### src/rtl/uart_feedback_decoder_pkg.sv
// Shared constants and types for the GenshinKitchen feedback decoder.
package feedback_pkg;

  localparam logic [1:0] CH_FEEDBACK = 2'b01;

  localparam int unsigned FLAG_TF_POS = 2;  // traveler_in_front
  localparam int unsigned FLAG_TH_POS = 3;  // traveler_has_item
  localparam int unsigned FLAG_MP_POS = 4;  // machine_processing
  localparam int unsigned FLAG_MH_POS = 5;  // machine_has_item

  typedef enum logic {
    LINK_DOWN = 1'b0,
    LINK_UP   = 1'b1
  } link_state_e;

endpackage

### src/rtl/uart_feedback_decoder_valid_edge_detect.sv
// Rising-edge detector on the UART valid level; resets to 1 so a level held
// high across reset release does not count as a new byte.
module valid_edge_detect (
  input  logic clock,
  input  logic reset,
  input  logic valid_in,
  output logic rise_c
);

  logic valid_q;
  logic valid_d;

  always_comb begin
    valid_d = valid_in;
  end

  always_ff @(posedge clock or posedge reset) begin
    if (reset) begin
      valid_q <= 1'b1;
    end else begin
      valid_q <= valid_d;
    end
  end

  assign rise_c = valid_in & ~valid_q;

endmodule

### src/rtl/uart_feedback_decoder.sv
// Decodes UART feedback bytes into registered status flags, with link watchdog
// and frame counter. Optional repeat filter enabled by FEEDBACK_FILTER_EN.
module uart_feedback_decoder
  import feedback_pkg::*;
#(
  parameter int unsigned TIMEOUT_CYCLES = 15360,
  parameter int unsigned FILTER_DEPTH   = 2
) (
  input  logic       clock,
  input  logic       reset,
  input  logic [7:0] dataOut_bits,
  input  logic       dataOut_valid,
  input  logic       script_mode,
  output logic       traveler_in_front,
  output logic       traveler_has_item,
  output logic       machine_processing,
  output logic       machine_has_item,
  output logic       link_up,
  output logic       update_pulse,
  output logic [7:0] frame_count
);

  localparam int unsigned WD_W = $clog2(TIMEOUT_CYCLES + 1);

  logic             rise_c;
  logic             accept_c;
  logic             timeout_c;
  logic             load_c;
  logic [3:0]       frame_flags_c;
  logic [3:0]       load_val_c;

  link_state_e      state_q, state_d;
  logic [3:0]       flags_q, flags_d;
  logic             update_q, update_d;
  logic [7:0]       frame_cnt_q, frame_cnt_d;
  logic [WD_W-1:0]  wdog_q, wdog_d;

  valid_edge_detect u_edge (
    .clock    (clock),
    .reset    (reset),
    .valid_in (dataOut_valid),
    .rise_c   (rise_c)
  );

  assign accept_c = rise_c & ~script_mode & (dataOut_bits[1:0] == CH_FEEDBACK);
  assign frame_flags_c = {dataOut_bits[FLAG_MH_POS], dataOut_bits[FLAG_MP_POS],
                          dataOut_bits[FLAG_TH_POS], dataOut_bits[FLAG_TF_POS]};
  // Timeout fires on the edge where the counter would reach its limit; accept overrides it.
  assign timeout_c = ~script_mode & ~accept_c & (wdog_q == WD_W'(TIMEOUT_CYCLES - 1));

`ifdef FEEDBACK_FILTER_EN
  localparam int unsigned MATCH_W = $clog2(FILTER_DEPTH + 1);

  logic [3:0]         cand_q, cand_d;
  logic [MATCH_W-1:0] match_q, match_d;
  logic               unused_c;

  assign unused_c = ^dataOut_bits[7:6];

  // Candidate must repeat FILTER_DEPTH times before it reaches the flags.
  always_comb begin
    cand_d     = cand_q;
    match_d    = match_q;
    load_c     = 1'b0;
    load_val_c = cand_q;
    if (accept_c) begin
      if (frame_flags_c == cand_q) begin
        if (match_q != MATCH_W'(FILTER_DEPTH)) begin
          match_d = match_q + MATCH_W'(1);
          load_c  = (match_d == MATCH_W'(FILTER_DEPTH));
        end
      end else begin
        cand_d  = frame_flags_c;
        match_d = MATCH_W'(1);
        load_c  = (FILTER_DEPTH <= 1);
      end
      load_val_c = frame_flags_c;
    end else if (timeout_c) begin
      cand_d  = '0;
      match_d = '0;
    end
  end

  always_ff @(posedge clock or posedge reset) begin
    if (reset) begin
      cand_q  <= '0;
      match_q <= '0;
    end else begin
      cand_q  <= cand_d;
      match_q <= match_d;
    end
  end
`else
  logic unused_c;

  assign unused_c = ^{dataOut_bits[7:6], 1'(FILTER_DEPTH)};

  always_comb begin
    load_c     = accept_c;
    load_val_c = frame_flags_c;
  end
`endif

  // Next-state for link FSM, flags, watchdog and frame counter.
  always_comb begin
    state_d     = state_q;
    flags_d     = flags_q;
    update_d    = 1'b0;
    frame_cnt_d = frame_cnt_q;
    wdog_d      = wdog_q;

    if (script_mode || accept_c) begin
      wdog_d = '0;
    end else if (wdog_q != WD_W'(TIMEOUT_CYCLES)) begin
      wdog_d = wdog_q + WD_W'(1);
    end

    if (accept_c) begin
      frame_cnt_d = frame_cnt_q + 8'd1;
    end

    if (load_c) begin
      flags_d  = load_val_c;
      update_d = 1'b1;
      state_d  = LINK_UP;
    end else if (timeout_c) begin
      flags_d = '0;
      state_d = LINK_DOWN;
    end
  end

  always_ff @(posedge clock or posedge reset) begin
    if (reset) begin
      state_q     <= LINK_DOWN;
      flags_q     <= '0;
      update_q    <= 1'b0;
      frame_cnt_q <= '0;
      wdog_q      <= '0;
    end else begin
      state_q     <= state_d;
      flags_q     <= flags_d;
      update_q    <= update_d;
      frame_cnt_q <= frame_cnt_d;
      wdog_q      <= wdog_d;
    end
  end

  assign traveler_in_front  = flags_q[0];
  assign traveler_has_item  = flags_q[1];
  assign machine_processing = flags_q[2];
  assign machine_has_item   = flags_q[3];
  assign link_up            = (state_q == LINK_UP);
  assign update_pulse       = update_q;
  assign frame_count        = frame_cnt_q;

endmodule

### config.mk
export PLATFORM = sky130hd
export DESIGN_NAME = uart_feedback_decoder
export DESIGN_NICKNAME = d
export VERILOG_FILES = /design/src/rtl/uart_feedback_decoder_pkg.sv /design/src/rtl/uart_feedback_decoder_valid_edge_detect.sv /design/src/rtl/uart_feedback_decoder.sv
export SDC_FILE = /design/constraint.sdc
export NUM_CORES = 1
export LEC_CHECK = 0
export CAP_MARGIN = 20
export CORE_MARGIN = 2
export CORE_UTILIZATION = 57
export CTS_BUF_LIST = sky130_fd_sc_hd__clkbuf_2 sky130_fd_sc_hd__clkbuf_4 sky130_fd_sc_hd__clkbuf_8
export DETAILED_ROUTE_END_ITERATION = 7
export PLACE_DENSITY = 0.86
export SLEW_MARGIN = 15
export SYNTH_ARGS = -nofsm -noshare
export SYNTH_HDL_FRONTEND = slang
export SYNTH_SLANG_ARGS = --single-unit
### constraint.sdc
create_clock -name clock -period 4.23 [get_ports clock]
set_input_delay 1.269 -clock clock [delete_from_list [all_inputs] [get_ports clock]]
set_output_delay 1.269 -clock clock [all_outputs]
set_load 0.02 [all_outputs]
---- After elaboration in Yosys (flattened, before gate mapping) ----
Index checks and enable logic that the tools add are counted.
word-level totals
  register bits ........................... 29
  input port bits ......................... 12
  output and inout port bits .............. 14
  logic and storage cells ................. 29
operators by class
  bitwise gates (word level) .............. 8
  add/subtract/negate cells ............... 2
  reductions and logical operators ........ 3
  equality and inequality tests ........... 3
  mux-type cells .......................... 7
operator list
  kind                                                 count
  two-way mux 14 bit                                   2
  adder 14 x 1 -> 14 bit, second input constant        1
  equality test 14 bit, second input constant          1
  != test 14 bit, second input constant                1
  adder 8 x 1 -> 8 bit, second input constant          1
  two-way mux 4 bit                                    2
  bitwise AND 1 bit                                    5
  nonzero test 2 bit                                   2
  two-way mux 1 bit                                    3
  NOT 1 bit                                            3
  equality test 2 x 1 -> 1 bit, second input constant  1
  logical OR 1 bit                                     1

---- Depth between registers and ports, before layout ----
  word-level depth ........................ 9
  mapped depth ............................ 7
  mapped depth without buffers ............ 5

---- Modules after synthesis ----
Synthesis repeated with hierarchy kept, for this count alone.
second synthesis, totals
  cells, all modules ...................... 144
  area total of the unflattened synthesis .. 1,443.9 sq um
by module, submodules not included
  module                 sequential area each (sq um)  area each (sq um)  cells an instance  instances
  uart_feedback_decoder  700.7                         1,400.1            141                1
  valid_edge_detect      26.3                          43.8               3                  1

---- Least setup slack after synthesis ----
No wires, ideal clock.
  path kind ............................... input -> register
  from .................................... in dataOut_bits[1]
  to ...................................... reg frame_cnt_q[3] (netlist: frame_count[3])
  slack ................................... 1,976 ps
  setup time .............................. 130 ps
  data required time ...................... 4,100 ps
  cell stages on the path ................. 7
  path buffers ............................ 2
  arrival time ............................ 2,124 ps
  cell sequence ........................... and4bb_1 -> nand2b_1 -> buf_2 -> inv_2 -> buf_6 -> nand3_1 -> xnor2_1
between the ends
  cells in the longest elaborated chain, start to end .. 2
RTL lines
  item                          line                          source
  from (decl)                   uart_feedback_decoder.sv:11   input logic [7:0] dataOut_bits,
  equality test 2 x 1 -> 1 bit  uart_feedback_decoder.sv:45   assign accept_c = rise_c & ~script_mode & (dataOut_bits[1:0] == CH_FEEDBACK);
  bitwise AND 1 bit             uart_feedback_decoder.sv:45
  net accept_c                  uart_feedback_decoder.sv:26   logic accept_c;
  to (signal assigned)          uart_feedback_decoder.sv:143  frame_cnt_q <= frame_cnt_d;
  to (decl)                     uart_feedback_decoder.sv:35   logic [7:0] frame_cnt_q, frame_cnt_d;
The timed path passes the listed nets, and every way through them passes these cells.
A chain may end at the register's enable or synchronous reset.

---- Worst setup path in the final report ----
  from .................................... reg frame_cnt_q[2] (netlist: frame_count[2])
  to ...................................... out frame_count[2]
RTL lines
  item       line                         source
  to (decl)  uart_feedback_decoder.sv:20  output logic [7:0] frame_count
No word-level cell between the ends.

==> results.cfg <==
[power_and_ir_drop]
peakVddDrop_v = 0.000311
p_per_area_nw_per_um2 = 374
leakagePower_nw = 0.710

[timing]
setup_violations = 0
post-route-min-period_ns = 2.67
slew_headroom_pct = 72.2
finalCritPeriodShare_pct = 63.2
slew_viol_final = 0
finalHoldViolCount = 0
setup_tns_ns = 0
grt_setup_unrepaired = no
fmax_mhz = 374
fin_skew_ns = 0.00349
tightest_slew_ns = 0.413

[final_layout]
fin_nets = 181
drive_above_1_share_pct = 10.8
layout-area-overhead-vs-synth_pct = 24.0
nFillCells = 146
num_antenna_cells = 0
fin_area_um2 = 1740

[run_status]
status = finished clean

[cts]
clk_path_buf_depth = 2
cts_buffers = 5
cts_setup_buffers = 0
insertion_delay_ns = 0.33
clk_pin_slew_ns = 0.09
cts_root_buffer = clkbuf_4
cts_tree = built
htreeDepth = 2
ctsHoldBuffers = 0
cts_resized = 0
clock-sinks = 29

[min_path]
hold_start = frame_count[7]$_DFFE_PP0P_
min_path_type = reg2reg
min_path_cells = 1

[run]
maxCapViolCount = 0

[die]
initial_core_util_pct = 61.8
rows = 17
core-area_um2 = 2280
die_y_um = 53.7
dieArea_um2 = 2880
die_w_um = 53.7
io_pins = 26

[setup_path]
end_kind = output port
reg2reg_depth = 5
arrival_ns = 1.40
startpoint_type = register
rr_startpoint = wdog_q[0]$_DFFE_PP0P_
cp_top_family = buffers and inverters
critPathBufInv = 1
cpMaxStageDelayCell = clkdlybuf4s50_1
path_cells = clkdlybuf4s50_1
crit_type = reg2out
critPathMaxStageDelay_ns = 0.64
cp_max_fo = 5
worstPathRequired_ns = 2.96
crit_start = frame_count[2]$_DFFE_PP0P_
worst-path-stages = 1

[drt]
wl_um = 2750
via_per_inst = 5.46
vias = 1065
dr.pass1.iters = 4
drc = 0
wl_per_cell_um = 14.1
initialDrtViolationCount = 23
drtAntennaViolNets = 0

[synth]
syn-cell-area_um2 = 1410
synthMostInstantiatedCell = dfrtp_1
synth_top_flop_cell = dfrtp_1
yosys_warnings = 0
synth.distinct_cells = 35
synth_edf_count = 0
postSynthAreaPerCell_um2 = 10.1
yosysTopAreaCellShare_pct = 49.8
async_flop_share_pct = 100
synthTopCellsByArea = dfrtp_1 (50%), xnor2_1 (9.3%), nand2_1 (4.3%)
netlist_top_cells_count = dfrtp_1 (28), nand2_1 (16), xnor2_1 (15)
syn_nets = 154
ys_seq_area_share_pct = 51.7
ys_seq_elements = 29
syn_inst = 139
yosysTopAreaCell = dfrtp_1

[global_route]
grt_first_pass_wirelength_um = 4560
gr-total-overflow = 0
antenna_found_initial = 0
grt_pass1_vias = 1030
grt_usage_pct = 23.2
grt_max_degree = 30

[placement]
place_congestion = 0.751
placed_area_um2 = 1650
port_buffers = 23
dpl.hpwl_um = 1930
## layout by cell type, fill, tap and decap left out, drive strengths merged, types with 2 or more instances in the layout
master          n
and2            2
o21ai           8
clkbuf          7
clkinv          2
xnor2          15
nor2           13
ha              3
inv             8
a21oi           5
nor4            3
nand4           4
nor3            6
nand2          16
nand3           9
dfrtp          28
clkdlybuf4s50  23
## power breakdown
part | leakage [nW] | total (mW) | switching (mW) | internal (mW)
logic | 0.283 | 0.135 | 0.0685 | 0.0661
clock network | 0.0413 | 0.193 | 0.0966 | 0.0962
registers | 0.386 | 0.324 | 0.0242 | 0.300
total | 0.710 | 0.652 | 0.189 | 0.462
## logic make-up (layout without fill, tap and decap cells)
logic type / after synthesis / in the layout / synth area share, %
flops: 29 / 29 / 51.7
xor+xnor: 16 / 16 / 9.96
buf+inv: 13 / 41 / 4.18
compound gates: 14 / 14 / 5.25
simple gates: 64 / 64 / 26.2
fa+ha+maj: 3 / 3 / 2.67
## state kept, by name, summed over array words and instances (netlist names)
| name | count |
|---|---|
| wdog_q | 14 |
| frame_count | 8 |
| flags_q | 4 |
| link_up | 1 |
| u_edge.valid_q | 1 |
| update_pulse | 1 |
## area by class of cell
type | instances | area, um2 | share of cell area [%]
sequential | 29 | 727 | 41.7
multi-input combinational | 97 | 621 | 35.6
timing repair buffer | 24 | 258 | 14.8
clock buffer | 7 | 65.1 | 3.73
tap | 28 | 35.0 | 2.01
inverter | 9 | 33.8 | 1.94
clock inverter | 1 | 5.00 | 0.287
## per-layer routing
layer  vias to the layer above  global-route usage, %  part of all wire [%]  wire [um]
met3                        10                   9.17                   4.6        127
met2                        26                   36.0                    50       1370
li1                        523                      -                     -          -
met4                         0                   11.5                   2.3         62
met1                       506                   27.9                    43       1200
met5                         -                      0                     0          0
## per-stage QoR
stage	power [mW]	setup WS, ns	util (%)	instances	hold slack, ns
after global placement	0.450	1.46	72.3	186	0.460
after detailed placement	0.454	1.42	72.3	186	0.488
final	0.652	1.56	76.6	195	0.497
after floorplan	0.392	1.98	-	139	0.531
after global routing	0.683	1.48	76.6	195	0.523
after CTS	0.648	1.55	75.4	194	0.501
## final timing paths
path,slack (ns),end
worst max-delay path,1.56,frame_count[2]
worst min-delay path,0.50,frame_count[7]$_DFFE_PP0P_
worst max register to register,2.51,flags_q[0]$_DFFE_PP0P_
worst min register to register,0.50,frame_count[7]$_DFFE_PP0P_
max in group asynchronous,2.62,u_edge.valid_q$_DFF_PP1_
min in group asynchronous,1.15,frame_count[5]$_DFFE_PP0P_
(Power assumes the default switching activity.)
